## src/rtl/uart_sram_tx_interface_pkg.sv

```systemverilog
// Shared types and constants for the SRAM-to-UART transmit path.
// Holds the transmit FSM states and the transfer bookkeeping struct.
package uart_sram_tx_interface_pkg;

  localparam int UART_CLKS_PER_BIT_115200 = 434;
  localparam int SRAM_ADDR_W              = 18;
  localparam int SRAM_DATA_W              = 16;

  typedef enum logic [2:0] {
    S_TX_IDLE,
    S_TX_ISSUE_READ,
    S_TX_WAIT_DATA,
    S_TX_SEND_HIGH,
    S_TX_WAIT_HIGH,
    S_TX_SEND_LOW,
    S_TX_WAIT_LOW,
    S_TX_DONE
  } tx_state_type;

  typedef struct packed {
    logic [SRAM_ADDR_W-1:0] addr;
    logic [SRAM_ADDR_W-1:0] remaining;
  } xfer_t;

  // The 18-bit address space wraps silently; a dump may straddle the top.
  function automatic logic [SRAM_ADDR_W-1:0] next_word_addr(input logic [SRAM_ADDR_W-1:0] addr);
    return addr + SRAM_ADDR_W'(1);
  endfunction

endpackage

```

## src/rtl/uart_sram_tx_interface_if.sv

```systemverilog
// Control, SRAM read and UART line signals of the transmit unit.
// The slave modport is the transmit unit; master is whoever drives it.
interface uart_sram_tx_interface_if;
  import uart_sram_tx_interface_pkg::*;

  logic                   Start;
  logic                   Abort;
  logic [SRAM_ADDR_W-1:0] Start_address;
  logic [SRAM_ADDR_W-1:0] Word_count;
  logic [SRAM_ADDR_W-1:0] SRAM_address;
  logic [SRAM_DATA_W-1:0] SRAM_read_data;
  logic                   SRAM_we_n;
  logic                   UART_TX_O;
  logic                   Busy;
  logic                   Done;

  modport master (
    output Start, Abort, Start_address, Word_count, SRAM_read_data,
    input  SRAM_address, SRAM_we_n, UART_TX_O, Busy, Done
  );

  modport slave (
    input  Start, Abort, Start_address, Word_count, SRAM_read_data,
    output SRAM_address, SRAM_we_n, UART_TX_O, Busy, Done
  );

endinterface

```

## src/rtl/uart_sram_tx_interface_byte_tx.sv

```systemverilog
// 8N1 byte serialiser: start bit, 8 data bits LSB first, stop bit.
// tx_busy covers the whole frame including the full stop bit.
module uart_byte_tx
  import uart_sram_tx_interface_pkg::*;
#(
  parameter int CLKS_PER_BIT = UART_CLKS_PER_BIT_115200
) (
  input  logic       CLOCK_50_I,
  input  logic       resetn,
  input  logic       tx_start,
  input  logic [7:0] tx_data,
  output logic       tx_busy,
  output logic       UART_TX_O
);

  localparam int                BAUD_W    = $clog2(CLKS_PER_BIT);
  localparam logic [BAUD_W-1:0] BAUD_LAST = BAUD_W'(CLKS_PER_BIT - 1);
  localparam logic [3:0]        STOP_BIT  = 4'd9;

  logic [BAUD_W-1:0] baud_q, baud_d;
  logic [3:0]        bit_q, bit_d;
  logic [8:0]        shift_q, shift_d;
  logic              busy_q, busy_d;
  logic              line_q, line_d;

  // NOTE: every variable gets its hold value first so no path can infer a latch.
  always_comb begin
    baud_d  = baud_q;
    bit_d   = bit_q;
    shift_d = shift_q;
    busy_d  = busy_q;
    line_d  = line_q;
    if (!busy_q) begin
      if (tx_start) begin
        busy_d  = 1'b1;
        line_d  = 1'b0;
        shift_d = {1'b1, tx_data};
        bit_d   = '0;
        baud_d  = '0;
      end
    end else if (baud_q == BAUD_LAST) begin
      baud_d = '0;
      if (bit_q == STOP_BIT) begin
        busy_d = 1'b0;
        line_d = 1'b1;
      end else begin
        // The stop '1' sits above the data and shifts down behind it.
        line_d  = shift_q[0];
        shift_d = {1'b1, shift_q[8:1]};
        bit_d   = bit_q + 4'd1;
      end
    end else begin
      baud_d = baud_q + BAUD_W'(1);
    end
  end

  // NOTE: state flops use non-blocking assignments so all of them update together.
  always_ff @(posedge CLOCK_50_I or negedge resetn) begin
    if (!resetn) begin
      baud_q  <= '0;
      bit_q   <= '0;
      shift_q <= '0;
      busy_q  <= 1'b0;
      line_q  <= 1'b1;
    end else begin
      baud_q  <= baud_d;
      bit_q   <= bit_d;
      shift_q <= shift_d;
      busy_q  <= busy_d;
      line_q  <= line_d;
    end
  end

  assign tx_busy   = busy_q;
  assign UART_TX_O = line_q;

endmodule

```

## src/rtl/uart_sram_tx_interface.sv

```systemverilog
// Reads a block of 16-bit SRAM words and sends each over UART, high byte first.
// Read-only on SRAM; Busy tells the arbitration mux to grant this unit.
module uart_sram_tx_interface
  import uart_sram_tx_interface_pkg::*;
#(
  parameter int CLKS_PER_BIT      = UART_CLKS_PER_BIT_115200,
  parameter int SRAM_READ_LATENCY = 2
) (
  input  logic                       CLOCK_50_I,
  input  logic                       resetn,
  uart_sram_tx_interface_if.slave    bus
);

  localparam int               LAT_W    = (SRAM_READ_LATENCY > 0) ? $clog2(SRAM_READ_LATENCY + 1) : 1;
  localparam logic [LAT_W-1:0] LAT_LAST = LAT_W'(SRAM_READ_LATENCY);

  tx_state_type           state_q, state_d;
  xfer_t                  xfer_q, xfer_d;
  logic [SRAM_ADDR_W-1:0] sram_addr_q, sram_addr_d;
  logic [SRAM_DATA_W-1:0] word_q, word_d;
  logic [LAT_W-1:0]       lat_q, lat_d;

  logic       tx_start;
  logic [7:0] tx_data;
  logic       tx_busy;
  logic       tx_line;

  always_comb begin
    state_d     = state_q;
    xfer_d      = xfer_q;
    sram_addr_d = sram_addr_q;
    word_d      = word_q;
    lat_d       = lat_q;
    tx_start    = 1'b0;
    tx_data     = word_q[7:0];

    unique case (state_q)
      S_TX_IDLE: begin
        if (bus.Start) begin
          xfer_d.addr      = bus.Start_address;
          xfer_d.remaining = bus.Word_count;
          state_d          = (bus.Word_count == '0) ? S_TX_DONE : S_TX_ISSUE_READ;
        end
      end

      S_TX_ISSUE_READ: begin
        sram_addr_d = xfer_q.addr;
        lat_d       = '0;
        state_d     = S_TX_WAIT_DATA;
      end

      // The address register adds one clock before the SRAM sees the new
      // address, so the wait counts 0..latency inclusive.
      S_TX_WAIT_DATA: begin
        if (lat_q == LAT_LAST) begin
          word_d  = bus.SRAM_read_data;
          state_d = S_TX_SEND_HIGH;
        end else begin
          lat_d = lat_q + LAT_W'(1);
        end
      end

      S_TX_SEND_HIGH: begin
        tx_start = 1'b1;
        tx_data  = word_q[15:8];
        state_d  = S_TX_WAIT_HIGH;
      end

      S_TX_WAIT_HIGH: begin
        if (!tx_busy) state_d = bus.Abort ? S_TX_DONE : S_TX_SEND_LOW;
      end

      S_TX_SEND_LOW: begin
        tx_start = 1'b1;
        state_d  = S_TX_WAIT_LOW;
      end

      S_TX_WAIT_LOW: begin
        if (!tx_busy) begin
          xfer_d.addr      = next_word_addr(xfer_q.addr);
          xfer_d.remaining = xfer_q.remaining - SRAM_ADDR_W'(1);
          state_d          = (xfer_d.remaining == '0 || bus.Abort) ? S_TX_DONE : S_TX_ISSUE_READ;
        end
      end

      S_TX_DONE: state_d = S_TX_IDLE;

      default: state_d = S_TX_IDLE;
    endcase
  end

  always_ff @(posedge CLOCK_50_I or negedge resetn) begin
    if (!resetn) begin
      state_q     <= S_TX_IDLE;
      xfer_q      <= '0;
      sram_addr_q <= '0;
      word_q      <= '0;
      lat_q       <= '0;
    end else begin
      state_q     <= state_d;
      xfer_q      <= xfer_d;
      sram_addr_q <= sram_addr_d;
      word_q      <= word_d;
      lat_q       <= lat_d;
    end
  end

  uart_byte_tx #(
    .CLKS_PER_BIT (CLKS_PER_BIT)
  ) u_byte_tx (
    .CLOCK_50_I (CLOCK_50_I),
    .resetn     (resetn),
    .tx_start   (tx_start),
    .tx_data    (tx_data),
    .tx_busy    (tx_busy),
    .UART_TX_O  (tx_line)
  );

  assign bus.SRAM_address = sram_addr_q;
  assign bus.SRAM_we_n    = 1'b1;
  assign bus.UART_TX_O    = tx_line;
  assign bus.Busy         = (state_q != S_TX_IDLE) && (state_q != S_TX_DONE);
  assign bus.Done         = (state_q == S_TX_DONE);

endmodule

```

## src/flat_wrapper.sv

```systemverilog
// flat-port wrapper written by rule: the top's interface ports become plain ports
module uart_sram_tx_interface_flat import uart_sram_tx_interface_pkg::*;
#(
  parameter int CLKS_PER_BIT      = UART_CLKS_PER_BIT_115200,
  parameter int SRAM_READ_LATENCY = 2
)
  (CLOCK_50_I, resetn, bus_Start, bus_Abort, bus_Start_address, bus_Word_count, bus_SRAM_read_data, bus_SRAM_address, bus_SRAM_we_n, bus_UART_TX_O, bus_Busy, bus_Done);
  uart_sram_tx_interface_if bus_i ();
  input  logic CLOCK_50_I;
  input  logic resetn;
  input wire logic [$bits(bus_i.Start)-1:0] bus_Start;
  input wire logic [$bits(bus_i.Abort)-1:0] bus_Abort;
  input wire logic [$bits(bus_i.Start_address)-1:0] bus_Start_address;
  input wire logic [$bits(bus_i.Word_count)-1:0] bus_Word_count;
  input wire logic [$bits(bus_i.SRAM_read_data)-1:0] bus_SRAM_read_data;
  output wire logic [$bits(bus_i.SRAM_address)-1:0] bus_SRAM_address;
  output wire logic [$bits(bus_i.SRAM_we_n)-1:0] bus_SRAM_we_n;
  output wire logic [$bits(bus_i.UART_TX_O)-1:0] bus_UART_TX_O;
  output wire logic [$bits(bus_i.Busy)-1:0] bus_Busy;
  output wire logic [$bits(bus_i.Done)-1:0] bus_Done;
  assign bus_i.Start = bus_Start;
  assign bus_i.Abort = bus_Abort;
  assign bus_i.Start_address = bus_Start_address;
  assign bus_i.Word_count = bus_Word_count;
  assign bus_i.SRAM_read_data = bus_SRAM_read_data;
  assign bus_SRAM_address = bus_i.SRAM_address;
  assign bus_SRAM_we_n = bus_i.SRAM_we_n;
  assign bus_UART_TX_O = bus_i.UART_TX_O;
  assign bus_Busy = bus_i.Busy;
  assign bus_Done = bus_i.Done;
  uart_sram_tx_interface #(.CLKS_PER_BIT(CLKS_PER_BIT), .SRAM_READ_LATENCY(SRAM_READ_LATENCY)) u_core (.CLOCK_50_I(CLOCK_50_I), .resetn(resetn), .bus(bus_i));
endmodule
```

## config.mk

```make
export PLATFORM = sky130hd
export DESIGN_NAME = uart_sram_tx_interface_flat
export DESIGN_NICKNAME = d
export VERILOG_FILES = /design/src/rtl/uart_sram_tx_interface_pkg.sv /design/src/rtl/uart_sram_tx_interface_if.sv /design/src/rtl/uart_sram_tx_interface_byte_tx.sv /design/src/rtl/uart_sram_tx_interface.sv /design/src/flat_wrapper.sv
export SDC_FILE = /design/constraint.sdc
export NUM_CORES = 1
export LEC_CHECK = 0
export BUFFER_PORTS_ARGS = -buffer_cell sky130_fd_sc_hd__buf_2
export CORE_ASPECT_RATIO = 2
export CORE_MARGIN = 2
export CORE_UTILIZATION = 52
export CTS_CLUSTER_DIAMETER = 30
export DETAILED_ROUTE_END_ITERATION = 8
export HOLD_SLACK_MARGIN = 0.05
export MAX_ROUTING_LAYER = met4
export PLACE_DENSITY_LB_ADDON = 0.08
export SYNTH_ARGS = -nofsm -noshare
export SYNTH_HDL_FRONTEND = slang
export SYNTH_SLANG_ARGS = --single-unit
```

## constraint.sdc

```tcl
create_clock -name CLOCK_50_I -period 2.4 [get_ports CLOCK_50_I]
set_clock_uncertainty 0.1 [all_clocks]
set_input_delay 0.48 -clock CLOCK_50_I [delete_from_list [all_inputs] [get_ports CLOCK_50_I]]
set_output_delay 0.48 -clock CLOCK_50_I [all_outputs]
set_load 0.02 [all_outputs]
```

**Word-level counts from Yosys, hierarchy flattened**

Cells that the tools add are included.

- Register bits after elaboration: 99
- Input bits: 56
- Output and inout port bits: 22
- Logic and storage cells: 84

- Add/subtract/negate cells: 5
- Equal/unequal tests: 18
- Mux-type cells: 34
- Reduce and logical (&&, ||, !) cells: 16

Operators with widths:

| kind | number |
|---|---|
| $mux 36 | 2 |
| $pmux 36 s2 | 1 |
| $mux 9 | 7 |
| $logic_not 18->1 | 2 |
| $pmux 3 s8 | 1 |
| $add 18x1->18 const B | 1 |
| $mux 3 | 6 |
| $sub 18x1->18 const B | 1 |
| $mux 4 | 4 |
| $eq 3x3->1 const B | 4 |
| $ne 2x2->1 const B | 5 |
| $add 9x1->9 const B | 1 |
| $eq 9x9->1 const B | 1 |
| $mux 1 | 9 |
| $mux 8 | 1 |
| $eq 3x2->1 const B | 2 |
| $reduce_and 2->1 | 3 |
| $reduce_and 3->1 | 2 |
| $reduce_bool 2->1 | 3 |
| $add 4x1->4 const B | 1 |
| $eq 4x4->1 const B | 1 |
| $mux 2 | 2 |
| $ne 2x1->1 const B | 2 |
| $pmux 2 s2 | 1 |
| 10 further kinds | 10 |

**Depth between registers and ports, before layout**

- Depth after elaboration: 6
- Depth in mapped cells: 9
- Gate-level depth less buffers: 8

**By module**

Synthesis repeated with hierarchy kept, for this count alone.

- Cell total of the unflattened synthesis: 581
- Area, all modules: 5451.5 µm²

Modules (own cells, without submodules):

| module | instances | cells each | area each (µm²) | sequential area each (µm²) |
|---|---|---|---|---|
| uart_sram_tx_interface | 1 | 458 | 4170.2 | 1876.8 |
| uart_byte_tx | 1 | 123 | 1281.2 | 601.8 |

**Worst setup path after synthesis**

OpenSTA, ideal clock, no wires.

- Path kind: reg2reg
- Start point: register u_core.u_byte_tx.baud_q[1]
- End point: register u_core.u_byte_tx.shift_q[1]
- Library setup time: 0.145 ns
- Arrival: 1.726 ns
- Required time: 2.155 ns
- Setup slack: 0.429 ns
- Stages on the path, launching flop included: 10
- Buffers on the path: 1
- Period minus slack after synthesis: 1.971 ns
- Path through: dfrtp_1 -> inv_1 -> ha_1 -> nand2_1 -> o41a_1 -> a211oi_2 -> buf_2 -> nand3b_1 -> o21ai_0 -> a21oi_1

- Cells in the longest elaborated chain, start to end: 3

Ends and longest elaborated chain:

| element | RTL line | source |
|---|---|---|
| start: declaration | uart_sram_tx_interface_byte_tx.sv:20 | `logic [BAUD_W-1:0] baud_q, baud_d;` |
| start signal: assignment | uart_sram_tx_interface_byte_tx.sv:66 | `baud_q <= baud_d;` |
| $eq 9x9->1 | uart_sram_tx_interface_byte_tx.sv:41 | `end else if (baud_q == BAUD_LAST) begin` |
| $ne 2x1->1 (no source line) | - |  |
| $reduce_and 3->1 (no source line) | - |  |
| end signal: assignment | uart_sram_tx_interface_byte_tx.sv:68 | `shift_q <= shift_d;` |
| end: declaration | uart_sram_tx_interface_byte_tx.sv:22 | `logic [8:0] shift_q, shift_d;` |

Every way passes these cells.
A chain may end at the register's enable or synchronous reset.

**Final worst setup path**

- Start point: register u_core.xfer_q[18] (netlist name)
- End point: register u_core.xfer_q[34] (netlist name)

- Cells in the longest elaborated chain, start to end: 3

Ends and longest elaborated chain:

| element | RTL line | source |
|---|---|---|
| start: declaration | uart_sram_tx_interface.sv:18 | `xfer_t xfer_q, xfer_d;` |
| start signal: assignment | uart_sram_tx_interface.sv:101 | `xfer_q <= xfer_d;` |
| $add 18x1->18 | uart_sram_tx_interface_pkg.sv:27 | `return addr + SRAM_ADDR_W'(1);` |
| $mux 36 | uart_sram_tx_interface.sv:79 | `if (!tx_busy) begin` |
| $pmux 36 s2 | uart_sram_tx_interface.sv:37 | `unique case (state_q)` |

Every way passes these cells. The select of a mux whose other input is x is not followed.

==> metrics.md <==
| Metric | Value |
|---|---|
| Final WS setup | `0.2166 ns` |
| Synth Flop Type | `dfrtp_1` |
| Dpl cell area | `5959 sq um` |
| Final Non-Filler Cells | `801` |
| Worst-Margin Slew | `0.5652 ns` |
| Syn nets | `between 600 and 700` |
| Final worst path period share | `90.97%` |
| Pwr/cell area | `around 1200 nW/um^2` |
| Pre-CTS setup slack | `0.1677 ns` |
| Post-synth top area share | `between 40% and 50%` |
| CTS max path bufs | `2` |
| Fin util | `62.59%` |
| Total core area | `10020 sq um` |
| Critical path class | `reg2reg` |
| Die ar. | `roughly 11000 sq um` |
| Syn avg cell area | `9.164 sq um` |
| Clock Latency Late Sink | `0.35 ns` |
| Sequential area share after synthesis | `about 47%` |
| CP Max Fanout | `6` |
| WL final | `between 10 and 15 mm` |
| Number of diodes | `0` |
| Hold Path Class | `in2reg` |
| Largest net degree at the start of global routing | `47` |
| Routed vias/inst | `5.779` |
| Drt first-iter violations | `264` |
| Hold Path Origin | `bus_SRAM_read_data[6]` |
| Slew margin rel. | `between 60% and 70%` |
| Slew Viols, Final | `0` |
| CP endpoint kind | `flop` |
| Async set or reset register ratio after synthesis | `between 90% and 100%` |
| Largest vdd supply drop | `0.0006698 V` |
| Layout area overhead | `17.98%` |
| IO Port Bufs | `76` |
| Reg-to-reg startpoint | `u_core.xfer_q[18]` |
| CP arrival | `between 2 and 2.5 ns` |
| Post-DRT Antenna Nets | `0` |
| Congestion Overflow GR | `0` |
| Outcome | `completed` |
| Most frequent cells in the layout | `98 x dfrtp_1, 75 x buf_2, 73 x o21ai_0` |
| Netlist cell types | `55` |
| Top Ports | `78` |
| Startpoint Class | `flop` |
| Layout cells sized above 1 | `24.92%` |
| Post-synth top area cell | `dfrtp_1` |
| Hold Vio Cnt, Final | `0` |
| Tmin final | `2.183 ns` |
| H-Tree Depth | `3` |
| Total GRT Usage | `about a quarter` |
| Final Instance Area | `roughly 6300 sq um` |
| Start point of the critical path | `u_core.xfer_q[18]` |
| Detailed Routing Iterations Pass 1 | `5` |
| Residual DRC | `0` |
| Vias in the first global route | `4674` |
| Post-synth EDFFs | `0` |
| Path depth of the worst reg2reg path | `6` |
| #FFs+latches synth | `99` |
| Most common cell after layout, fill and taps aside | `dfrtp_1` |
| Root buf cell | `clkbuf_16` |
| First-pass GRT wire length | `21.81 mm` |
| Post-DP HPWL | `9.838 mm` |
| Yosys warns | `0` |
| Clock transition at path regs | `0.07 ns` |
| Top post-synthesis cells by area | `dfrtp_1 46%, mux2_2 7.2%, o21ai_0 6.9%` |
| Die Wd | `75.49 um` |
| Rows | `52` |
| Setup Viol. Count Final | `0` |
| DR vias | `4629` |
| Cells after Synth | `580` |
| Cell Area, Synth | `5315 sq um` |
| Initial antenna violation count | `0` |
| Slowest cell on the critical path | `dfrtp_1` |
| Layout Nets | `725` |
| Placer congestion estimate | `roughly 0.91` |
| Post-route setup TNS | `0 ns` |
| Die Span Y | `~150 um` |
| Leakage power | `2.773 nW` |
| Critical R2R Capture | `u_core.xfer_q[34]` |
| CTS Sinks | `99` |
| Inserted Clock Buffers | `9` |
| Critical-path cell list | `ha_1 > nand3_1 > nor2_1 > nand4_1 > o32ai_1 > a21oi_1` |
| CTS tree | `done` |
| Initial core utilization | `53.05%` |
| RSZ-0062 raised after global routing | `false` |
| R2r setup slk | `0.22 ns` |
| Placed Cells incl. Taps | `784` |
| Max frequency | `458.0 MHz` |
| Per-cell routed wire length | `approximately 17 um` |
| CP peak stage delay | `0.44 ns` |
| Worst EP required | `around 2.5 ns` |
| CP Capture Point | `u_core.xfer_q[34]` |
| Max-cap violations | `0` |
## what timing repair did
item                                   4_1_cts  5_1_grt
setup endpoints to repair                    0        1
hold buffers                                 1        0
resized for setup                            0        1
endpoints found under the hold margin       17        0
buffers inserted                             0        0
## through the flow
step / hold WS (ns) / power [mW]
final: 0.2558 / 7.539
after global routing: 0.2501 / 8.102
after CTS: 0.2488 / 7.583
after detailed placement: 0.3024 / 6.130
after global placement: 0.3012 / 6.004
after floorplan: 0.08441 / 5.130
## worst max-delay path: cells and delay by family (launching register included)
family / cells / cell delay [ns]
AOI/OAI and AO/OA: 2 / 0.52
adders and majority gates: 1 / 0.24
DFF: 1 / 0.44
and+or+nand+nor: 3 / 0.76
## power breakdown
| group | switching, mW | total (mW) | internal, mW |
|---|---|---|---|
| Sequential | 0.683 | 3.06 | 2.37 |
| Combinational | 1.75 | 3.05 | 1.30 |
| Clock | 0.681 | 1.43 | 0.752 |
| Total | 3.12 | 7.54 | 4.42 |
## cells by family (layout without fill, tap and decap cells)
kind of cell	after synthesis	count (layout)	share of synthesized area (%)
other cells	1	1	0.07055
buf+inv	48	134	3.837
compound gates	180	180	19.80
mux	44	44	9.087
flops	99	99	46.63
simple gates	195	195	17.87
fa+ha+maj	8	8	1.883
xor+xnor	5	5	0.8239
## how the worst min path moves through the flow
stage / to / slack (ns) / cells after the start
after detailed placement: u_core.state_q[0] / 0.30 / 1
after CTS: u_core.word_q[14] / 0.25 / 2
after floorplan: u_core.bus.SRAM_address[0] / 0.08 / 0
after global placement: u_core.state_q[0] / 0.30 / 1
after global routing: u_core.word_q[6] / 0.25 / 2
final: u_core.word_q[6] / 0.26 / 2
## cells in the mapped netlist (4+ instances only)
cell and instances:
dfrtp_1 98, o21ai_0 73, nor2_1 61, a21oi_1 57, nand2_1 49, mux2_2 34, nand3_1 17, clkbuf_1 16
inv_1 14, nor3_1 13, buf_2 10, mux2i_1 10, nand3b_1 10, and3_1 9, nand4_1 9, o22ai_1 9
ha_1 8, nor4_1 8, a31oi_1 7, a32oi_1 6, buf_1 5, a22oi_1 4, and2_1 4, xor2_1 4
## sequential cells by signal (all words and copies together), names as in the netlist
register / count
u_core.xfer_q: 36
u_core.bus.SRAM_address: 18
u_core.word_q: 16
u_core.u_byte_tx.baud_q: 9
u_core.u_byte_tx.shift_q: 9
u_core.u_byte_tx.bit_q: 4
u_core.state_q: 3
u_core.lat_q: 2
u_core.u_byte_tx.UART_TX_O: 1
u_core.u_byte_tx.tx_busy: 1
## metal layers
metal / track usage [%] / part of all wire (%) / vias up
met2: 45.04 / 55 / 99
li1: - / - / 2264
met5: - / 0 / -
met1: 28.82 / 39 / 2239
met3: 3.704 / 2.9 / 27
met4: 11.49 / 3.1 / 0
## cell type report
type	instances	area, sq um
clock inverter	6	55.05
tap	135	168.9
timing repair buffer	104	633.1
inverter	14	52.55
sequential	99	2479
multi-input combinational	433	2644
fill	905	3749
clock buffer	10	239.0
No activity file was read; power rests on OpenSTA's default activity.
